<file path="src/rtl/avalon_arb_pkg.sv">
// Shared types for the N:1 Avalon-MM arbiter: FSM states, ID width helper,
// and a default beat-count type.
package avalon_arb_pkg;

    typedef enum logic [1:0] {IDLE, GRANT, WBURST} arb_state_e;

    localparam int BURST_W_DEF = 4;
    typedef logic [BURST_W_DEF-1:0] beat_cnt_t;

    // IDs must be at least one bit wide even for a single master.
    function automatic int id_w(input int n);
        return (n > 1) ? $clog2(n) : 1;
    endfunction

endpackage

</file>
<file path="src/rtl/avalon_arb_resp_fifo.sv">
// In-order FIFO of {master id, burstcount} for outstanding read commands.
// Push is ignored when full and pop is ignored when empty.
module avalon_arb_resp_fifo
    import avalon_arb_pkg::*;
#(
    parameter int ID_W  = 1,
    parameter int BC_W  = 4,
    parameter int DEPTH = 4
) (
    input  logic            clk,
    input  logic            rst_n,
    input  logic            push,
    input  logic [ID_W-1:0] push_id,
    input  logic [BC_W-1:0] push_bc,
    input  logic            pop,
    output logic [ID_W-1:0] head_id,
    output logic [BC_W-1:0] head_bc,
    output logic            full,
    output logic            empty
);
    localparam int PTR_W = $clog2(DEPTH);

    // Extra MSB on each pointer distinguishes full from empty.
    logic [PTR_W:0]  wr_ptr_q, wr_ptr_d, rd_ptr_q, rd_ptr_d;
    logic [ID_W-1:0] id_mem_q [DEPTH];
    logic [BC_W-1:0] bc_mem_q [DEPTH];
    logic            do_push, do_pop;

    assign empty   = (wr_ptr_q == rd_ptr_q);
    assign full    = (wr_ptr_q[PTR_W] != rd_ptr_q[PTR_W]) &&
                     (wr_ptr_q[PTR_W-1:0] == rd_ptr_q[PTR_W-1:0]);
    assign do_push = push & ~full;
    assign do_pop  = pop & ~empty;
    assign head_id = id_mem_q[rd_ptr_q[PTR_W-1:0]];
    assign head_bc = bc_mem_q[rd_ptr_q[PTR_W-1:0]];

    always_comb begin
        wr_ptr_d = wr_ptr_q;
        rd_ptr_d = rd_ptr_q;
        if (do_push) wr_ptr_d = wr_ptr_q + 1'b1;
        if (do_pop)  rd_ptr_d = rd_ptr_q + 1'b1;
    end

    always_ff @(posedge clk) begin
        if (!rst_n) begin
            wr_ptr_q <= '0;
            rd_ptr_q <= '0;
        end else begin
            wr_ptr_q <= wr_ptr_d;
            rd_ptr_q <= rd_ptr_d;
        end
    end

    always_ff @(posedge clk) begin
        if (do_push) begin
            id_mem_q[wr_ptr_q[PTR_W-1:0]] <= push_id;
            bc_mem_q[wr_ptr_q[PTR_W-1:0]] <= push_bc;
        end
    end

endmodule

</file>
<file path="src/rtl/avalon_mm_arbiter_nx1.sv">
// Round-robin N:1 Avalon-MM arbiter with locked write bursts and
// read responses steered back to the issuing master through an ID FIFO.
module avalon_mm_arbiter_nx1
    import avalon_arb_pkg::*;
#(
    parameter int NUM_MASTERS = 2,
    parameter int ADDR_W      = 32,
    parameter int DATA_W      = 32,
    parameter int BURST_W     = BURST_W_DEF,
    parameter int MAX_PENDING = 4
) (
    input  logic                            clk_clk,
    input  logic                            reset_reset_n,
    input  logic [NUM_MASTERS*ADDR_W-1:0]   m_address,
    input  logic [NUM_MASTERS-1:0]          m_read,
    input  logic [NUM_MASTERS-1:0]          m_write,
    input  logic [NUM_MASTERS*DATA_W-1:0]   m_writedata,
    input  logic [NUM_MASTERS*DATA_W/8-1:0] m_byteenable,
    input  logic [NUM_MASTERS*BURST_W-1:0]  m_burstcount,
    output logic [NUM_MASTERS-1:0]          m_waitrequest,
    output logic [DATA_W-1:0]               m_readdata,
    output logic [NUM_MASTERS-1:0]          m_readdatavalid,
    output logic [ADDR_W-1:0]               s_address,
    output logic                            s_read,
    output logic                            s_write,
    output logic [DATA_W-1:0]               s_writedata,
    output logic [DATA_W/8-1:0]             s_byteenable,
    output logic [BURST_W-1:0]              s_burstcount,
    input  logic                            s_waitrequest,
    input  logic [DATA_W-1:0]               s_readdata,
    input  logic                            s_readdatavalid,
    output logic                            err
);
    localparam int ID_W = id_w(NUM_MASTERS);
    localparam int BE_W = DATA_W / 8;

    arb_state_e       state_q, state_d;
    logic [ID_W-1:0]  grant_q, grant_d, rr_q, rr_d;
    logic [BURST_W-1:0] remain_q, remain_d, rbeat_q, rbeat_d;
    logic             err_q, err_d;

    logic [NUM_MASTERS-1:0] req;
    logic [ID_W-1:0]  pick;
    logic             any_req;
    logic             g_read, g_write, rd_blocked, accept, push, pop, rsp_vld;
    logic [BURST_W-1:0] g_bc, head_bc;
    logic [ID_W-1:0]  head_id;
    logic             fifo_full, fifo_empty;

    function automatic logic [ID_W-1:0] next_id(input logic [ID_W-1:0] id);
        return (int'(id) == NUM_MASTERS - 1) ? '0 : id + 1'b1;
    endfunction

    assign req = m_read | m_write;

    // Scan distances from the far end down so the nearest requester at or
    // after the round-robin pointer wins.
    always_comb begin
        pick    = rr_q;
        any_req = 1'b0;
        for (int k = NUM_MASTERS - 1; k >= 0; k--) begin
            for (int i = 0; i < NUM_MASTERS; i++) begin
                if (req[i] && (i == (int'(rr_q) + k) % NUM_MASTERS)) begin
                    pick    = ID_W'(i);
                    any_req = 1'b1;
                end
            end
        end
    end

    always_comb begin
        s_address    = '0;
        s_writedata  = '0;
        s_byteenable = '0;
        g_bc         = '0;
        g_read       = 1'b0;
        g_write      = 1'b0;
        for (int i = 0; i < NUM_MASTERS; i++) begin
            if (grant_q == ID_W'(i)) begin
                s_address    = m_address[i*ADDR_W +: ADDR_W];
                s_writedata  = m_writedata[i*DATA_W +: DATA_W];
                s_byteenable = m_byteenable[i*BE_W +: BE_W];
                g_bc         = m_burstcount[i*BURST_W +: BURST_W];
                g_read       = m_read[i];
                g_write      = m_write[i];
            end
        end
        s_burstcount = g_bc;
    end

    // A read wins over a write if a master raises both; bursts only carry writes.
    always_comb begin
        s_read        = 1'b0;
        s_write       = 1'b0;
        m_waitrequest = '1;
        rd_blocked    = (state_q == GRANT) & g_read & fifo_full;
        if (state_q == GRANT) begin
            s_read  = g_read & ~fifo_full;
            s_write = g_write & ~g_read;
        end else if (state_q == WBURST) begin
            s_write = g_write;
        end
        for (int i = 0; i < NUM_MASTERS; i++) begin
            if (state_q != IDLE && grant_q == ID_W'(i))
                m_waitrequest[i] = rd_blocked | s_waitrequest;
        end
    end

    assign accept = (s_read | s_write) & ~s_waitrequest;
    assign push   = s_read & ~s_waitrequest;

    always_comb begin
        state_d  = state_q;
        grant_d  = grant_q;
        rr_d     = rr_q;
        remain_d = remain_q;
        case (state_q)
            IDLE: begin
                if (any_req) begin
                    grant_d = pick;
                    state_d = GRANT;
                end
            end
            GRANT: begin
                if (accept) begin
                    if (s_read || g_bc <= BURST_W'(1)) begin
                        state_d = IDLE;
                        rr_d    = next_id(grant_q);
                    end else begin
                        remain_d = g_bc - BURST_W'(1);
                        state_d  = WBURST;
                    end
                end
            end
            WBURST: begin
                if (accept) begin
                    remain_d = remain_q - BURST_W'(1);
                    if (remain_q == BURST_W'(1)) begin
                        state_d = IDLE;
                        rr_d    = next_id(grant_q);
                    end
                end
            end
            default: state_d = IDLE;
        endcase
    end

    avalon_arb_resp_fifo #(
        .ID_W  (ID_W),
        .BC_W  (BURST_W),
        .DEPTH (MAX_PENDING)
    ) u_fifo (
        .clk     (clk_clk),
        .rst_n   (reset_reset_n),
        .push    (push),
        .push_id (grant_q),
        .push_bc (g_bc),
        .pop     (pop),
        .head_id (head_id),
        .head_bc (head_bc),
        .full    (fifo_full),
        .empty   (fifo_empty)
    );

    assign rsp_vld    = s_readdatavalid & ~fifo_empty;
    assign pop        = rsp_vld & ((rbeat_q + BURST_W'(1)) == head_bc);
    assign m_readdata = s_readdata;
    assign err        = err_q;

    always_comb begin
        m_readdatavalid = '0;
        for (int i = 0; i < NUM_MASTERS; i++)
            m_readdatavalid[i] = rsp_vld & (head_id == ID_W'(i));
        rbeat_d = rbeat_q;
        if (pop)          rbeat_d = '0;
        else if (rsp_vld) rbeat_d = rbeat_q + BURST_W'(1);
        err_d = err_q | (s_readdatavalid & fifo_empty);
    end

    always_ff @(posedge clk_clk) begin
        if (!reset_reset_n) begin
            state_q  <= IDLE;
            grant_q  <= '0;
            rr_q     <= '0;
            remain_q <= '0;
            rbeat_q  <= '0;
            err_q    <= 1'b0;
        end else begin
            state_q  <= state_d;
            grant_q  <= grant_d;
            rr_q     <= rr_d;
            remain_q <= remain_d;
            rbeat_q  <= rbeat_d;
            err_q    <= err_d;
        end
    end

endmodule

</file>
<file path="config.mk">
export PLATFORM = sky130hd
export DESIGN_NAME = avalon_mm_arbiter_nx1
export DESIGN_NICKNAME = d
export VERILOG_FILES = /design/src/rtl/avalon_arb_pkg.sv /design/src/rtl/avalon_arb_resp_fifo.sv /design/src/rtl/avalon_mm_arbiter_nx1.sv
export SDC_FILE = /design/constraint.sdc
export NUM_CORES = 1
export LEC_CHECK = 0
export ABC_AREA = 0
export ABC_CLOCK_PERIOD_IN_PS = 3670
export BUFFER_PORTS_ARGS = -buffer_cell sky130_fd_sc_hd__buf_2
export CAP_MARGIN = 20
export CORE_AREA = 2 2 115 117
export CTS_BUF_LIST = sky130_fd_sc_hd__clkbuf_8 sky130_fd_sc_hd__clkbuf_16
export DETAILED_ROUTE_END_ITERATION = 12
export DIE_AREA = 0 0 117 119
export GPL_ROUTABILITY_DRIVEN = 0
export PLACE_DENSITY = 0.57
export REMOVE_ABC_BUFFERS = 1
export SKIP_LAST_GASP = 1
export SLEW_MARGIN = 20
export SYNTH_ARGS = -nofsm -noshare
export SYNTH_HDL_FRONTEND = slang
export SYNTH_SLANG_ARGS = --single-unit
</file>
<file path="constraint.sdc">
create_clock -name clk_clk -period 3.67 [get_ports clk_clk]
set_input_delay 0.5505 -clock clk_clk [delete_from_list [all_inputs] [get_ports clk_clk]]
set_output_delay 0.5505 -clock clk_clk [all_outputs]
set_load 0.05 [all_outputs]
</file>
==> flow_summary.toml <==
[final_layout]
final_cells = 669
stdcell_area_mm2 = 0.00440
area_delta_synth_final_pct = 38.6
drive_above_1_share_pct = 63.5
final_common_cell = "buf_2"
nets = 686
n_antenna_cell = 0
final_cell_mix = "buf_2 (230), mux2_2 (69), nor2_1 (21)"

[cts]
clk_latency_ns = 0.27
cts_buffer_depth = 2
cts_tree = "yes"
hold_buffers = 0
clkSinkCount = 41
cts-root-buf = "clkbuf_16"
cts_setup_buffers = 0
path_clk_slew_ns = 0.06
cts_buffers = 5
cts_resized = 0
cts_max_level = 2

[timing]
slew-limit-headroom_pct = 58.2
max_freq_ghz = 0.356
worstMarginPinSlew_ns = 0.627
finalCriticalPeriod_ns = 2.81
slew_violations = 0
clock-skew-final_ns = 0.00248
setup_violations = 0
finalCritPeriodShare_pct = 76.6
rsz0062_at_grt = "no"
hold_viol_final = 0

[worst_setup_path]
cpPeakStageDelay_ns = 0.74
worstSetupPathType = "reg -> out"
startpoint_type = "flop"
reg2regPathDepth = 8
cp_max_fo = 49
ff2ff_setup_slack_ns = 1.03
crit_path_end = "s_write"
crit_chain = "buf_4 > mux2_2 > o211a_1 > buf_2"
cp.arrival_ns = 2.26
endpoint_kind = "output pin"
reg2reg_from = "grant_q$_SDFFE_PN0P_"
slowest_stage = "dfxtp_4"
startpoint = "grant_q$_SDFFE_PN0P_"
cp.required_ns = 3.12
r2r-end = "remain_q[3]$_SDFFE_PN0P_"

[global_routing]
grt_pass1_vias = 3099
grt_usage_pct = 17.3
grt_max_degree = 50
antenna_found_initial = 3
grt_pass1_wl_um = 17800
grt_overflow = 0

[yosys]
netlist_area_mm2 = 0.00318
synthCells = 301
synth_ff_type = "dfxtp_1"
synth_warnings = 0
ys_types = 44
synth-edff-count = 20
ys_seq_area_share_pct = 32.1
syn-mean-instance-area_um2 = 10.6
synth_seq_cells = 41
async_flop_share_pct = 0

[floorplan]
die-area_mm2 = 0.0139
die_x_um = 117
ioPinCount = 295
coreArea_mm2 = 0.0129
die_h_um = 119
rows = 42
start_util_pct = 24.7

[routing]
drtIter0Drc = 85
wirelength_um = 12400
wl_per_cell_um = 18.5
dr.pass1.iters = 4
vias = 3032
ant_nets = 0
drc = 0
via_per_inst = 4.53

[flow_run]
drv_cap = 0

[placement]
detailed_place_hpwl_um = 10800
place_area_mm2 = 0.00426
dp.cells = 661
portBuffers = 230

[min_path]
hold_class = "reg -> reg"
hold_start = "err$_SDFF_PN0_"

[power]
irDropWorstVdd_v = 0.000237
power_density_mw_per_mm2 = 361
p_leak_uw = 0.00205

[run_status]
status = "finished clean"
[logic make-up after synthesis]
group                    Yosys count  synth area share, %
AO/OA/AOI/OAI                     30                 6.58
XOR/XNOR                          15                 4.57
adder cells (fa/ha/maj)           10                 3.94
buffers and inverters             60                 11.2
flip-flops                        41                 32.1
multiplexers                      87                 32.6
AND/OR/NAND/NOR                   58                 8.98
[worst max-delay path: cells and delay by family, from the launching register on]
| kind | cells | cell delay (ns) |
|---|---|---|
| AO/OA/AOI/OAI | 1 | 0.15 |
| multiplexers | 1 | 0.38 |
| buffers and inverters | 2 | 0.70 |
| flip-flops | 1 | 0.74 |
[cell type report]
class	instances	area (um2)
Multi-Input combinational cell	200	1800
Fill cell	1351	8470
Timing Repair Buffer	232	1170
Clock buffer	6	139
Tap cell	176	220
Sequential cell	41	1020
Clock inverter	2	7.51
Inverter	12	45.0
[layer usage]
metal | up-vias | track usage [%] | share of wire (%)
li1 | 1436 | - | -
met1 | 1400 | 21.7 | 41
met2 | 186 | 27.6 | 45
met3 | 8 | 9.11 | 13
met4 | 2 | 0.882 | 0.11
met5 | - | 2.35 | 0.27
[power by group]
| group | internal [uW] | switching, uW | leakage (uW) |
|---|---|---|---|
| Clock | 266 | 164 | 0.0000795 |
| Sequential | 494 | 23.9 | 0.000352 |
| Combinational | 211 | 434 | 0.00162 |
[through the flow]
| step | TNS (ns) | utilization (%) | setup slack, ns | total power [uW] | hold WS [ns] |
|---|---|---|---|---|---|
| after floorplan | -1.80 | - | -0.540 | 969 | 0.438 |
| after global placement | 0 | 33.1 | 1.14 | 1170 | 0.456 |
| after detailed placement | 0 | 33.1 | 1.04 | 1180 | 0.465 |
| after CTS | 0 | 34.2 | 0.806 | 1610 | 0.480 |
| after global routing | 0 | 34.2 | 0.720 | 1660 | 0.506 |
| final | 0 | 34.2 | 0.860 | 1590 | 0.472 |
[state kept, by name, indices dropped and copies added, names as in the netlist, named ones only]
register / flops
u_fifo.id_mem_q: 4
u_fifo.wr_ptr_q: 3
u_fifo.rd_ptr_q: 3
err: 1
remain_q: 4
u_fifo.bc_mem_q: 16
rbeat_q: 4
state_q: 2
rr_q: 1
grant_q: 1
[worst min path at each step]
stage                     slack, ns  cells after the start                end
after floorplan                0.44                      2  rr_q$_SDFFE_PN0P_
after global placement         0.46                      2     err$_SDFF_PN0_
after detailed placement       0.46                      2  rr_q$_SDFFE_PN0P_
after CTS                      0.48                      2     err$_SDFF_PN0_
after global routing           0.51                      2  rr_q$_SDFFE_PN0P_
final                          0.47                      2     err$_SDFF_PN0_
[synthesized netlist by cell type (all sizes together) (6+ instances only)]
master | n | area, um2
mux2i | 13 | 130
buf | 35 | 262
mux2 | 69 | 777
xnor2 | 8 | 70.1
clkbuf | 13 | 50.0
inv | 12 | 45.0
xor2 | 6 | 52.6
a21oi | 11 | 55.1
nand2 | 14 | 52.6
nor2 | 21 | 78.8
dfxtp | 21 | 420
ha | 10 | 125
o31ai | 6 | 45.0
edfxtp | 20 | 601
No activity file was read; power rests on OpenSTA's default activity.
